### src/rtl/prog_loader_if.sv
// rtl/prog_loader_if.sv - byte stream in and program memory write port out of the loader
interface prog_loader_if;
    logic        byte_valid;
    logic [7:0]  byte_data;
    logic        byte_ready;
    logic        load_en;
    logic [7:0]  load_addr;
    logic [11:0] load_I;

    // master: byte source and program memory; slave: the loader itself
    modport master (output byte_valid, byte_data,
                    input  byte_ready, load_en, load_addr, load_I);
    modport slave  (input  byte_valid, byte_data,
                    output byte_ready, load_en, load_addr, load_I);
endinterface

### src/rtl/prog_loader.sv
// rtl/prog_loader.sv - framed byte-stream loader for the 256x12 program memory with XOR check
module prog_loader (
    input  logic          i_clk,
    input  logic          i_rst_n,
    input  logic          i_start,
    input  logic          i_abort,
    prog_loader_if.slave  bus,
    output logic          o_busy,
    output logic          o_done,
    output logic          o_chk_err,
    output logic          o_fmt_err,
    output logic          o_run
);
    typedef enum logic [2:0] {S_IDLE, S_COUNT, S_HI, S_LO, S_CHK, S_DONE} state_t;

    state_t      r_state, w_state_nxt;
    logic        r_byte_ready, w_byte_ready_nxt;
    logic        r_load_en, w_load_en_nxt;
    logic [7:0]  r_load_addr, w_load_addr_nxt;
    logic [11:0] r_load_I, w_load_I_nxt;
    logic        r_busy, w_busy_nxt;
    logic        r_done, w_done_nxt;
    logic        r_chk_err, w_chk_err_nxt;
    logic        r_fmt_err, w_fmt_err_nxt;
    logic        r_run, w_run_nxt;
    logic [7:0]  r_ptr, w_ptr_nxt;
    logic [8:0]  r_remaining, w_remaining_nxt;
    logic [7:0]  r_acc, w_acc_nxt;
    logic [3:0]  r_hi, w_hi_nxt;
    logic        w_xfer, w_abort;

    assign w_xfer  = bus.byte_valid && r_byte_ready;
    assign w_abort = i_abort && (r_state != S_IDLE);

    always_ff @(posedge i_clk or negedge i_rst_n) begin
        if (!i_rst_n) begin
            r_state      <= S_IDLE;
            r_byte_ready <= 1'b0;
            r_load_en    <= 1'b0;
            r_load_addr  <= 8'h00;
            r_load_I     <= 12'h000;
            r_busy       <= 1'b0;
            r_done       <= 1'b0;
            r_chk_err    <= 1'b0;
            r_fmt_err    <= 1'b0;
            r_run        <= 1'b0;
            r_ptr        <= 8'h00;
            r_remaining  <= 9'd0;
            r_acc        <= 8'h00;
            r_hi         <= 4'h0;
        end else begin
            r_state      <= w_state_nxt;
            r_byte_ready <= w_byte_ready_nxt;
            r_load_en    <= w_load_en_nxt;
            r_load_addr  <= w_load_addr_nxt;
            r_load_I     <= w_load_I_nxt;
            r_busy       <= w_busy_nxt;
            r_done       <= w_done_nxt;
            r_chk_err    <= w_chk_err_nxt;
            r_fmt_err    <= w_fmt_err_nxt;
            r_run        <= w_run_nxt;
            r_ptr        <= w_ptr_nxt;
            r_remaining  <= w_remaining_nxt;
            r_acc        <= w_acc_nxt;
            r_hi         <= w_hi_nxt;
        end
    end

    always_comb begin
        w_state_nxt = r_state;
        case (r_state)
            S_IDLE:  if (i_start) w_state_nxt = S_COUNT;
            S_COUNT: if (w_xfer)  w_state_nxt = S_HI;
            S_HI:    if (w_xfer)  w_state_nxt = S_LO;
            S_LO:    if (w_xfer)  w_state_nxt = (r_remaining == 9'd1) ? S_CHK : S_HI;
            S_CHK:   if (w_xfer)  w_state_nxt = S_DONE;
            S_DONE:               w_state_nxt = S_IDLE;
            default:              w_state_nxt = S_IDLE;
        endcase
        if (w_abort) w_state_nxt = S_IDLE;
    end

    // Computes next register values; ready is registered from the next state so it never looks at valid.
    always_comb begin
        w_byte_ready_nxt = (w_state_nxt == S_COUNT) || (w_state_nxt == S_HI) ||
                           (w_state_nxt == S_LO)    || (w_state_nxt == S_CHK);
        w_load_en_nxt    = 1'b0;
        w_load_addr_nxt  = r_load_addr;
        w_load_I_nxt     = r_load_I;
        w_busy_nxt       = r_busy;
        w_done_nxt       = 1'b0;
        w_chk_err_nxt    = r_chk_err;
        w_fmt_err_nxt    = r_fmt_err;
        w_run_nxt        = r_run;
        w_ptr_nxt        = r_ptr;
        w_remaining_nxt  = r_remaining;
        w_acc_nxt        = r_acc;
        w_hi_nxt         = r_hi;
        case (r_state)
            S_IDLE: if (i_start) begin
                w_busy_nxt    = 1'b1;
                w_run_nxt     = 1'b0;
                w_chk_err_nxt = 1'b0;
                w_fmt_err_nxt = 1'b0;
                w_acc_nxt     = 8'h00;
                w_ptr_nxt     = 8'h00;
            end
            S_COUNT: if (w_xfer && !i_abort) begin
                w_remaining_nxt = (bus.byte_data == 8'h00) ? 9'd256 : {1'b0, bus.byte_data};
                w_acc_nxt       = r_acc ^ bus.byte_data;
            end
            S_HI: if (w_xfer && !i_abort) begin
                w_hi_nxt  = bus.byte_data[3:0];
                w_acc_nxt = r_acc ^ bus.byte_data;
                if (bus.byte_data[7:4] != 4'h0) w_fmt_err_nxt = 1'b1;
            end
            // A completed LO byte commits its write even when abort arrives alongside it.
            S_LO: if (w_xfer) begin
                w_load_en_nxt   = 1'b1;
                w_load_addr_nxt = r_ptr;
                w_load_I_nxt    = {r_hi, bus.byte_data};
                w_ptr_nxt       = r_ptr + 8'd1;
                w_remaining_nxt = r_remaining - 9'd1;
                w_acc_nxt       = r_acc ^ bus.byte_data;
            end
            S_CHK: if (w_xfer && !i_abort) begin
                w_chk_err_nxt = (bus.byte_data != r_acc);
                w_run_nxt     = (bus.byte_data == r_acc) && !r_fmt_err;
                w_done_nxt    = 1'b1;
                w_busy_nxt    = 1'b0;
            end
            default: ;
        endcase
        if (w_abort) w_busy_nxt = 1'b0;
    end

    assign bus.byte_ready = r_byte_ready;
    assign bus.load_en    = r_load_en;
    assign bus.load_addr  = r_load_addr;
    assign bus.load_I     = r_load_I;
    assign o_busy         = r_busy;
    assign o_done         = r_done;
    assign o_chk_err      = r_chk_err;
    assign o_fmt_err      = r_fmt_err;
    assign o_run          = r_run;
endmodule

### src/flat_wrapper.sv
// flat-port wrapper written by rule: the top's interface ports become plain ports
module prog_loader_flat 
  (i_clk, i_rst_n, i_start, i_abort, o_busy, o_done, o_chk_err, o_fmt_err, o_run, bus_byte_valid, bus_byte_data, bus_byte_ready, bus_load_en, bus_load_addr, bus_load_I);
  prog_loader_if bus_i ();
  input  logic i_clk;
  input  logic i_rst_n;
  input  logic i_start;
  input  logic i_abort;
  output logic o_busy;
  output logic o_done;
  output logic o_chk_err;
  output logic o_fmt_err;
  output logic o_run;
  input wire logic [$bits(bus_i.byte_valid)-1:0] bus_byte_valid;
  input wire logic [$bits(bus_i.byte_data)-1:0] bus_byte_data;
  output wire logic [$bits(bus_i.byte_ready)-1:0] bus_byte_ready;
  output wire logic [$bits(bus_i.load_en)-1:0] bus_load_en;
  output wire logic [$bits(bus_i.load_addr)-1:0] bus_load_addr;
  output wire logic [$bits(bus_i.load_I)-1:0] bus_load_I;
  assign bus_i.byte_valid = bus_byte_valid;
  assign bus_i.byte_data = bus_byte_data;
  assign bus_byte_ready = bus_i.byte_ready;
  assign bus_load_en = bus_i.load_en;
  assign bus_load_addr = bus_i.load_addr;
  assign bus_load_I = bus_i.load_I;
  prog_loader u_core (.i_clk(i_clk), .i_rst_n(i_rst_n), .i_start(i_start), .i_abort(i_abort), .bus(bus_i), .o_busy(o_busy), .o_done(o_done), .o_chk_err(o_chk_err), .o_fmt_err(o_fmt_err), .o_run(o_run));
endmodule
### config.mk
export PLATFORM = sky130hd
export DESIGN_NAME = prog_loader_flat
export DESIGN_NICKNAME = d
export VERILOG_FILES = /design/src/rtl/prog_loader_if.sv /design/src/rtl/prog_loader.sv /design/src/flat_wrapper.sv
export SDC_FILE = /design/constraint.sdc
export NUM_CORES = 1
export LEC_CHECK = 0
export CAP_MARGIN = 25
export CORE_MARGIN = 5
export CORE_UTILIZATION = 54
export CTS_CLUSTER_SIZE = 16
export DETAILED_ROUTE_END_ITERATION = 10
export PLACE_DENSITY = 0.91
export SLEW_MARGIN = 25
export SYNTH_ARGS = -nofsm -noshare
export SYNTH_HDL_FRONTEND = slang
export SYNTH_SLANG_ARGS = --single-unit
### constraint.sdc
create_clock -name i_clk -period 2.2 [get_ports i_clk]
set_clock_uncertainty 0.1 [all_clocks]
set_input_delay 0.66 -clock i_clk [delete_from_list [all_inputs] [get_ports i_clk]]
set_output_delay 0.66 -clock i_clk [all_outputs]
set_load 0.1 [all_outputs]
==> metrics.md <==
| Metric | Value |
|---|---|
| Synth-to-layout area growth | 39.8% |
| Clock share of power | 0.208 |
| Reg2reg setup slack | around 0.21 ns |
| Largest family of logic cells by synthesized area | simple AND/OR/NAND/NOR gates |
| Initial DRC Count | around 330 |
| CP max-delay cell | clkdlybuf4s50_1 |
| IO Count | 40 |
| Slew Limit Fails | 0 |
| Drt total wl | approximately 8 mm |
| Status | finished, final reports clean |
| # rows | 26 |
| Detail-routed via count per cell | just over 6 |
| Post-DR wirelength/cell | 19.5 µm |
| Adder-cell share of the synthesized area | 0.0130 |
| CTS Sinks | between 50 and 60 |
| Largest net degree at the start of global routing | 60 |
| Comb pwr share | 0.420 |
| Die Wd | roughly 83 µm |
| MaxCap Viol Count | 0 |
| Hold Violations, Final | 0 |
| Layout Nets | between 300 and 400 |
| Worst VDD drop | between 1 and 1.5 mV |
| Critical Path AT | ~2.3 ns |
| Tmin final | around 2.1 ns |
| Vias in the first global route | roughly 2.6k |
| EDFF count, synth | 0 |
| XOR/XNOR Fraction of Synth Area | 0.0425 |
| I/O Buffers | 39 |
| Gr ovfl total | 0 |
| Crit Path Category | in2reg |
| FMAX | ~470 MHz |
| CP max FO | 6 |
| Postcts setup bufs | 0 |
| Core outline area | 5140 µm² |
| Drt first pass iters | 5 |
| Cell count after synthesis | 262 |
| RD Place Congestion | about 0.87 |
| Period utilization | 0.976 |
| Cell Area, Synth | roughly 2900 µm² |
| First-pass GRT wire length | 13.2 mm |
| DPL Wire Length | 5.46 mm |
| CP cell instances | clkdlybuf4s50_1, or3b_4, a2111oi_2, xnor2_1, nor2_2 |
| Fin area | between 4000 and 5000 µm² |
| Area occupied by multi-input gates | between 1000 and 1500 µm² |
| Switching Fraction | 0.415 |
| NetSw | approximately 0.0018 W |
| Mux contribution to synthesized area | 0.0893 |
| CP peak stage delay | 0.49 ns |
| Sequential share of power | 0.372 |
| Syn avg cell area | 11.0 µm² |
| Setup TNS | 0 ns |
| H-tree Lvls | 3 |
| Synth Area in Compound Gates | 0.151 |
| Finish-stage setup viols | 0 |
| Later-pin clock latency in the skew report | about 0.34 ns |
| Starting Density | 0.562 |
| Synth top area cells | dfrtp_1, mux2_2, o21ai_0 |
| YS warnings | 0 |
| Die area | about 6900 µm² |
| Crit path launch type | primary input |
| Syn nets | 278 |
| Sequential cell area fraction in the yosys report | 0.511 |
| GRT Total Usage | 0.242 |
| Placed instance area | approximately 3800 µm² |
| Worst-path clk slew | approximately 0.06 ns |
| Ys flop type | dfrtp_1 |
| Worst Path Required | approximately 2.3 ns |
| Layout cells sized above 1 | 0.333 |
| Root Buffer | clkbuf_8 |
| Synth async-reset ratio | 1.00 |
| Simple-gate area share of the yosys netlist | 0.160 |
| Seq cells post-synth | 59 |
| RSZ-0062 raised after global routing | true |
| DRC viols | 0 |
| Power Dens Cells | 1070 nW/µm² |
| Die height | around 83 µm |
| Hold Crit Class | in2async |
| Initial antenna violation count | 0 |
| Max transition margin | 0.538 |
| Pint | between 0.002 and 0.003 W |
| Clk buf depth | 2 |
| Number of CTS-inserted buffers | 9 |
| CP endpoint kind | register |
| Diode count | 0 |
| Post-synth top area share | 0.511 |
| Fill cell count | around 300 |
| TritonCTS clock tree | done |
| Top-count cell post-synth | dfrtp_1 |
| Lkg Pwr | between 1.5 and 2 nW |
| Routed Antenna Nets | 0 |
| Commonest cells in the netlist | dfrtp_1, o21ai_0, mux2_2 |
| Synth area leader | dfrtp_1 |
| Area taken by flip-flops and latches | 1480 µm² |
| Slew @ Worst Pin | about 0.69 ns |
| Total vias in the final route | 2512 |
| Unique cell type count in the Yosys netlist | 51 |
==> layer usage <==
layer	track usage	share of wire	vias to the layer above
met3	0.0495	0.056	32
met1	0.299	0.40	1255
li1	-	-	1108
met4	0.119	0.029	0
met2	0.402	0.51	117
met5	0	0	-
==> timing repair <==
item / in CTS / in global routing
endpoints found under the setup margin: 4 / 6
hold buffers: 0 / 0
resized for setup: 1 / 4
==> critical path, delay by kind of cell <==
family | cells | cell delay (ns)
AO/OA/AOI/OAI | 1 | 0.45
buffers and inverters | 1 | 0.49
XOR/XNOR | 1 | 0.19
AND/OR/NAND/NOR | 2 | 0.49
==> flip-flops by register name, indices dropped and copies added, names as in the netlist <==
register,cells
u_core.bus.byte_ready,1
u_core.bus.load_I,12
u_core.bus.load_addr,8
u_core.bus.load_en,1
u_core.o_busy,1
u_core.o_chk_err,1
u_core.o_done,1
u_core.o_fmt_err,1
u_core.o_run,1
u_core.r_acc,8
u_core.r_hi,4
u_core.r_ptr,8
u_core.r_remaining,9
u_core.r_state,3
==> layout make-up <==
cell class / instances / area share
clock buffer: 13 / 0.0418
clock inverter: 2 / 0.00248
inverter: 9 / 0.00837
multi-input combinational: 183 / 0.331
sequential: 59 / 0.366
tap: 70 / 0.0217
timing repair buffer: 73 / 0.229
==> through the flow <==
step,hold WS (ns),power (W),instances,setup slack [ns],util
5_1_grt,0.248,0.00452,409,-0.0168,0.786
4_1_cts,0.239,0.00432,409,0.0177,0.782
3_3_place_gp,0.389,0.00333,394,-0.320,0.747
3_5_place_dp,0.389,0.00341,394,-0.390,0.747
2_1_floorplan,0.264,0.00268,262,0.196,-
6_report,0.217,0.00434,409,0.0518,0.786
==> cells by family after synthesis <==
group | after synthesis
AOI/OAI and AO/OA | 65
buffers and inverters | 20
adders and majority gates | 3
muxes | 23
DFF | 59
and+or+nand+nor | 78
xor gates and xnor gates | 14
==> path summary, 6_finish.rpt <==
check | start | endpoint | cells after the start
setup / recovery | i_start | u_core.r_ptr[6]$_DFFE_PN0P_ | 5
hold / removal | i_rst_n | u_core.bus.load_I[6]$_DFFE_PN0P_ | 2
setup reg to reg | u_core.r_remaining[0]$_DFFE_PN0P_ | u_core.r_remaining[6]$_DFFE_PN0P_ | 6
hold reg to reg | u_core.r_hi[3]$_DFFE_PN0P_ | u_core.r_hi[3]$_DFFE_PN0P_ | 1
max in group asynchronous | i_rst_n | u_core.bus.byte_ready$_DFF_PN0_ | 2
min in group i_clk | u_core.r_hi[3]$_DFFE_PN0P_ | u_core.r_hi[3]$_DFFE_PN0P_ | 1
==> cell usage in the layout, fill, tap and decap left out, types with 2 or more instances in the layout <==
| master | netlist | routed |
|---|---|---|
| dfrtp_1 | 59 | 58 |
| buf_4 | 2 | 33 |
| buf_12 | 0 | 28 |
| o21ai_0 | 25 | 25 |
| mux2_2 | 22 | 22 |
| nor2_1 | 17 | 17 |
| clkbuf_8 | 0 | 12 |
| clkdlybuf4s50_1 | 0 | 11 |
| nor3b_1 | 10 | 10 |
| inv_1 | 9 | 9 |
| nand3_1 | 9 | 9 |
| a21oi_1 | 8 | 8 |
| o22a_1 | 8 | 8 |
| xor2_1 | 8 | 8 |
| nor4_1 | 7 | 7 |
| nand2_1 | 6 | 6 |
| xnor2_1 | 6 | 6 |
| nand4_1 | 4 | 4 |
| a22oi_1 | 4 | 4 |
| nand2b_1 | 3 | 3 |
| a2111oi_2 | 3 | 3 |
| nor2_2 | 3 | 3 |
| a211oi_2 | 0 | 3 |
| ha_1 | 3 | 3 |
| nor3_1 | 2 | 2 |
| nand3b_1 | 2 | 2 |
| and3_1 | 2 | 2 |
| or3b_4 | 0 | 2 |
| o21ai_1 | 2 | 2 |
| and2_1 | 2 | 2 |
| o211ai_1 | 2 | 2 |
| clkinv_2 | 0 | 2 |
==> power groups by stage <==
stage / Clock (W) / Combinational [W] / Sequential (W)
global route: 0.000961 / 0.00192 / 0.00164
floorplan: 0 / 0.000554 / 0.00213
global placement: 0 / 0.00174 / 0.00159
finish: 0.000904 / 0.00182 / 0.00161
detailed placement: 0 / 0.00179 / 0.00162
CTS: 0.000908 / 0.00181 / 0.00160
No activity file was read; power rests on OpenSTA's default activity.
